**src/rtl/rf_pkg.sv**
```systemverilog
// rf_pkg: shared register-file constants, write-port FSM states and write-request type
package rf_pkg;
  localparam int DATA_W = 32;
  localparam int ADDR_W = 5;
  localparam int NUM_REGS = 32;
  typedef enum logic {CLEAR, RUN} rf_state_t;
  typedef struct packed {
    logic valid;
    logic [ADDR_W-1:0] rd;
    logic [DATA_W-1:0] data;
  } wr_req_t;
endpackage

```
**src/rtl/rr_arbiter2.sv**
```systemverilog
// rr_arbiter2: two-way round-robin arbiter with combinational one-hot grant
module rr_arbiter2 (
  input  logic       clk,
  input  logic       rst,
  input  logic [1:0] req,
  output logic [1:0] gnt
);
  logic last;
  // on a tie, grant whichever requester did not win most recently
  always_comb gnt = {req[1] & (~req[0] | ~last), req[0] & (~req[1] | last)};
  // remember the winner; reset points at requester 1 so the first tie goes to requester 0
  always_ff @(posedge clk)
    if (rst) last <= 1'b1;
    else if (|gnt) last <= gnt[1];
endmodule

```
**src/rtl/regfile_write_arbiter.sv**
```systemverilog
// regfile_write_arbiter: clears x1..x31 after reset, then round-robins the register-file write port
module regfile_write_arbiter
  import rf_pkg::*;
#(
  parameter int DATA_W = rf_pkg::DATA_W,
  parameter int ADDR_W = rf_pkg::ADDR_W,
  parameter int NUM_REGS = rf_pkg::NUM_REGS,
  parameter bit CLEAR_ON_RESET = 1'b1
) (
  input  logic              clk,
  input  logic              rst,
  input  logic              req0_valid,
  input  logic [ADDR_W-1:0] req0_rd,
  input  logic [DATA_W-1:0] req0_data,
  output logic              req0_ready,
  input  logic              req1_valid,
  input  logic [ADDR_W-1:0] req1_rd,
  input  logic [DATA_W-1:0] req1_data,
  output logic              req1_ready,
  output logic [ADDR_W-1:0] rf_rd,
  output logic              rf_write_enable,
  output logic [DATA_W-1:0] rf_write_data,
  output logic              init_done
);
  rf_state_t state;
  logic [ADDR_W-1:0] clr_cnt;
  logic clr_last, clearing, run;
  logic [1:0] req, gnt;
  logic [ADDR_W-1:0] sel_rd;
  logic [DATA_W-1:0] sel_data;
  // clear sequencer: walk x1..x(NUM_REGS-1) once, then stay in RUN until reset
  always_ff @(posedge clk)
    if (rst) begin
      state <= CLEAR_ON_RESET ? CLEAR : RUN;
      clr_cnt <= ADDR_W'(1);
    end else if (state == CLEAR) begin
      state <= clr_last ? RUN : CLEAR;
      clr_cnt <= clr_last ? clr_cnt : clr_cnt + 1'b1;
    end
  // requests reach the arbiter only in RUN and never while reset is asserted
  always_comb begin
    clr_last = clr_cnt == ADDR_W'(NUM_REGS - 1);
    clearing = state == CLEAR && !rst;
    run = state == RUN && !rst;
    req = {req1_valid, req0_valid} & {2{run}};
  end
  rr_arbiter2 u_arb (
    .clk(clk),
    .rst(rst),
    .req(req),
    .gnt(gnt)
  );
  // write-port mux: clear writes, else granted requester; rd==0 is accepted but not written
  always_comb begin
    sel_rd = gnt[1] ? req1_rd : gnt[0] ? req0_rd : '0;
    sel_data = gnt[1] ? req1_data : gnt[0] ? req0_data : '0;
    rf_rd = clearing ? clr_cnt : sel_rd;
    rf_write_data = clearing ? '0 : sel_data;
    rf_write_enable = clearing | (|gnt & (sel_rd != '0));
    req0_ready = gnt[0];
    req1_ready = gnt[1];
    init_done = run;
  end
endmodule

```
**config.mk**
```make
export PLATFORM = sky130hd
export DESIGN_NAME = regfile_write_arbiter
export DESIGN_NICKNAME = d
export VERILOG_FILES = /design/src/rtl/rf_pkg.sv /design/src/rtl/rr_arbiter2.sv /design/src/rtl/regfile_write_arbiter.sv
export SDC_FILE = /design/constraint.sdc
export NUM_CORES = 1
export LEC_CHECK = 0
export BUFFER_PORTS_ARGS = -buffer_cell sky130_fd_sc_hd__buf_2
export CORE_MARGIN = 4
export CORE_UTILIZATION = 31
export CTS_BUF_LIST = sky130_fd_sc_hd__clkbuf_16
export DETAILED_ROUTE_END_ITERATION = 10
export HOLD_SLACK_MARGIN = 0.08
export PLACE_DENSITY = 0.8
export SLEW_MARGIN = 20
export SYNTH_ARGS = -nofsm -noshare
export SYNTH_HDL_FRONTEND = slang
export SYNTH_HIERARCHICAL = 1
export SYNTH_SLANG_ARGS = --single-unit
export TNS_END_PERCENT = 10
```
**constraint.sdc**
```tcl
create_clock -name clk -period 1.8 [get_ports clk]
set_input_delay 0 -clock clk [delete_from_list [all_inputs] [get_ports clk]]
set_output_delay 0 -clock clk [all_outputs]
set_load 0.02 [all_outputs]
```
======== Word-level counts from Yosys, hierarchy flattened ========
Cells that the tools add are included.
word-level totals
  register bits after elaboration ......... 7
  logic and storage cells ................. 31
operators by class
  reductions and logical operators ........ 6
  $add $sub $neg .......................... 1
  bitwise gates (word level) .............. 12
  equal/unequal tests ..................... 1
  multiplexer cells ....................... 8
operators by type and width
  kind                                                            count
  32-bit 2-to-1 mux                                               3
  5-bit 2-to-1 mux                                                3
  5-bit by 1-bit adder with 5-bit output (second input constant)  1
  5-bit equality test (second input constant)                     1
  1-bit inverter                                                  5
  5-bit nonzero test                                              1
  1-bit AND                                                       3
  1-bit OR                                                        3
  2-bit AND                                                       1
  1-bit logical AND                                               2
  1-bit 2-to-1 mux                                                2
  2-bit AND reduction                                             1
  2-bit OR reduction                                              1
  1-bit zero test                                                 1

======== Longest topological paths before layout ========
  word-level depth ........................ 11
  depth in mapped cells ................... 9
  gate-level depth less buffers ........... 6

======== Cells and area by module ========
Netlist, hierarchy kept.
by module, submodules not included
  module                 times used  cells each  seq. area each (um^2)  area an instance (um^2)
  regfile_write_arbiter  1           130         120.1                  828.3
  rr_arbiter2            1           6           20.0                   53.8

======== Worst setup path after synthesis ========
OpenSTA, ideal clock, no wires.
  path kind ............................... flip-flop to output port
  start point ............................. register state
  end point ............................... output port rf_write_data[29]
  buffers on the path ..................... 3
  arrival time ............................ 2.640 ns
  slack ................................... -0.840 ns
  cell stages (with the launch flop) ...... 9
  required time ........................... 1.800 ns
  cell sequence ........................... dfxtp_1 > buf_6 > nor2b_1 > and2_1 > a21boi_0 > buf_2 > buf_2 > nand2_1 > a21oi_1
RTL lines
  element                 line                         RTL
  from (decl)             regfile_write_arbiter.sv:25  rf_state_t state;
  from (signal assigned)  regfile_write_arbiter.sv:34  state <= CLEAR_ON_RESET ? CLEAR : RUN;
  from (signal assigned)  regfile_write_arbiter.sv:37  state <= clr_last ? RUN : CLEAR;
  1-bit logical AND       regfile_write_arbiter.sv:44  run = state == RUN && !rst;
  net init_done           regfile_write_arbiter.sv:23  output logic init_done
  2-bit AND               regfile_write_arbiter.sv:45  req = {req1_valid, req0_valid} & {2{run}};
  net req[1]              regfile_write_arbiter.sv:28  logic [1:0] req, gnt;
  1-bit AND               rr_arbiter2.sv:10            always_comb gnt = {req[1] & (~req[0] | ~last), req[0] & (~req[1] | last)};
  net req1_ready          regfile_write_arbiter.sv:19  output logic req1_ready,
  32-bit 2-to-1 mux       regfile_write_arbiter.sv:56  sel_data = gnt[1] ? req1_data : gnt[0] ? req0_data : '0;
  32-bit 2-to-1 mux       regfile_write_arbiter.sv:58  rf_write_data = clearing ? '0 : sel_data;
  to (decl)               regfile_write_arbiter.sv:22  output logic [DATA_W-1:0] rf_write_data,
The timed path passes the listed nets, and every way through them passes these cells.

======== Worst setup path in the final report ========
  start point ............................. register state
  end point ............................... output port rf_write_data[28]
RTL lines
  element                line
  1-bit logical AND (*)  regfile_write_arbiter.sv:44
  2-bit AND (*)          regfile_write_arbiter.sv:45
  net req[0]             regfile_write_arbiter.sv:28
  1-bit inverter         rr_arbiter2.sv:10
  1-bit OR               rr_arbiter2.sv:10
  1-bit AND              rr_arbiter2.sv:10
  32-bit 2-to-1 mux (*)  regfile_write_arbiter.sv:56
  32-bit 2-to-1 mux (*)  regfile_write_arbiter.sv:58
The timed path passes the listed nets; every way through them passes the cells marked *.

==> impl_metrics.toml <==
[logic_synthesis]
synthMuxAreaShare_pct = 0
ys_types = 25
synth_top_area_share_pct = 30.6
synth_top_area_cell = "a22oi_1"
syn-mean-instance-area_um2 = 6.49
synth-xor-area-share_pct = 1.99
ys_warn_count = 6
synth_top_family_by_area = "compound AO/OA/AOI/OAI gates"
synth_compound_area_share_pct = 41.6
netlist_area_um2 = 882
syn_nets = 216
synthAdderAreaFrac_pct = 2.84
synthCells = 136
ys_seq_area_share_pct = 15.9
synthSimpleGateAreaFrac_pct = 29.2
ys_ff_latch = 7
netlist_top_cells_area = "a22oi_1 (31%), dfxtp_1 (16%), nor2_1 (14%)"

[setup_path]
required_ns = 1.80
crit_arrival_ns = 1.89
cp-start-kind = "register"
path_max_fanout = 18
end_kind = "output port"
critPathKind = "reg2out"

[placed_design]
place_ws_ns = 0.116
gp_congestion = 0.761
place_area_mm2 = 0.00169
port_buffers = 118
post-dp-hpwl_um = 3290
numPlacedInstances = 278

[status]
status = "finished with violations"
violations = "negative setup slack"

[pwr]
pwr_density_cell_mw_per_mm2 = 355
p_total_uw = 725
p_int_uw = 548
swShare_pct = 24.4
irDropWorstVdd_mv = 0.819
p_sw_uw = 177
power_frac_seq_pct = 24.2
clock_power_share_pct = 51.3
p_comb_share_pct = 24.5
p_leak_nw = 0.912

[sta]
min_period_ns = 1.89
worstMarginPinSlew_ns = 0.293
rsz0062_at_grt = "true"
layout_setup_ws_ns = -0.0880
tns_ns = -0.804
hold_violations = 0
slew_headroom_pct = 80.5
final-max-slew-violation-count = 0
setup_viol = 30
fmax_mhz = 530
skew_ns = 0.00247
hold-worst-slack_ns = 0.150
fin_crit_sh_pct = 105

[clock_tree]
cts_tree = "done"
clk_pin_slew_ns = 0.03
cts_max_level = 1
worstSkewPairLatency_ns = 0.23
cts_made_buffers = 3
cts.path.max_buffers = 2
cts_sinks = 7
root_buffer = "clkbuf_16"

[layout]
layout_commonest_cell = "buf_2"
syn_to_final_growth_pct = 131
n_fill_cell = 202
layout.area.seq_um2 = 141
nets = 337
multi_input_comb_area_um2 = 851
num_antenna_cells = 0
most-common-layout-cells = "buf_2 (80), a22oi_1 (28), nor2_2 (28), buf_6 (27), buf_4 (19)"
design_area_mm2 = 0.00204
fin_cells = 287
finish.utilization_pct = 74.6
drive_above_1_share_pct = 70.7

[floorplan]
pin_count = 119
die-area_mm2 = 0.00376
row_count = 19
die_y_um = 61.3
start_util_pct = 32.3
coreArea_mm2 = 0.00273
die_x_um = 61.3

[routing]
vias_per_cell = 5.32
vias = 1526
ant_nets = 0
drcViolationCount = 0
finalWirelength_um = 4570
first_iter_violations = 74
first_pass_iters = 4
wl_per_cell_um = 15.9

[grt]
grt_usage_pct = 21.0
grt_max_degree = 25
grt-ovfl-total = 0
antenna_found_initial = 0
grt_pass1_wl_um = 6020
grt_pass1_vias = 1370

[run]
drv_cap = 0

[hold_path]
hp-class = "in2reg"
-- layout make-up --
| class | instances | area share (%) |
|---|---|---|
| timing repair buffer | 130 | 45.4 |
| multi-input combinational | 114 | 41.7 |
| sequential | 7 | 6.93 |
| clock buffer | 3 | 3.68 |
| tap | 31 | 1.90 |
| clock inverter | 1 | 0.184 |
| inverter | 1 | 0.184 |
-- final timing paths --
check	startpoint	end	slack (ns)	depth (start not counted)
worst max register to register	clr_cnt[0]	clr_cnt[3]	0.13	5
worst min-delay path	req1_valid	u_arb/last	0.15	3
worst max-delay path	state	rf_write_data[28]	-0.09	8
worst min register to register	clr_cnt[4]	clr_cnt[4]	0.50	2
-- power by group through the flow --
stage	combinational [mW]	sequential, mW	clock (mW)
after floorplan	0.0592	0.175	0
after global placement	0.165	0.177	0
after detailed placement	0.166	0.178	0
after CTS	0.167	0.175	0.378
after global routing	0.192	0.177	0.391
final	0.178	0.175	0.372
-- synthesized netlist by cell type --
library cell	n
nor2b_1	3
a22oi_1	36
or4_1	3
a21boi_0	2
clkbuf_1	4
nand2b_1	1
nor2_2	1
buf_2	9
inv_1	1
o21ai_1	2
nor2_1	34
nand3b_1	2
o31ai_1	1
a21oi_1	4
dfxtp_1	7
a211o_1	1
ha_1	2
nand3_1	1
and3_1	1
o21ai_0	7
xnor2_1	2
buf_6	1
and2_1	2
nand2_1	8
nor3b_1	1
-- worst max-delay path, stage by stage, from the launching register on --
cell and delay, ns:
dfxtp_2 0.31, nor2b_4 0.15, and2_4 0.18, a21boi_4 0.19, nor2b_4 0.26, buf_12 0.19, a22oi_1 0.11, nor2_2 0.14
buf_6 0.13
-- cell families (layout without fill, tap and decap cells) --
logic type	count (synthesis)	after routing
AOI/OAI and AO/OA	53	53
and+or+nand+nor	57	57
DFF	7	7
buffers and inverters	15	135
adders and majority gates	2	2
xor gates and xnor gates	2	2
-- layer usage --
metal | track usage [%] | wire length [um] | vias to the layer above
met2 | 36.9 | 2270 | 91
li1 | - | - | 745
met1 | 24.8 | 1730 | 686
met4 | 4.24 | 33 | 0
met5 | 0 | 0 | -
met3 | 7.34 | 532 | 4
-- repair_timing --
item / in CTS / in global routing
pin swaps: 1 / 3
gates resized for setup: 40 / 39
hold buffers: 0 / 0
setup endpoints to repair: 38 / 38
cloned: 2 / 0
setup buffers: 4 / 1
-- sequential cells by signal (all words and copies together) (netlist names) --
signal	flops
u_arb/last	1
state	1
clr_cnt	5
(Power assumes the default switching activity.)
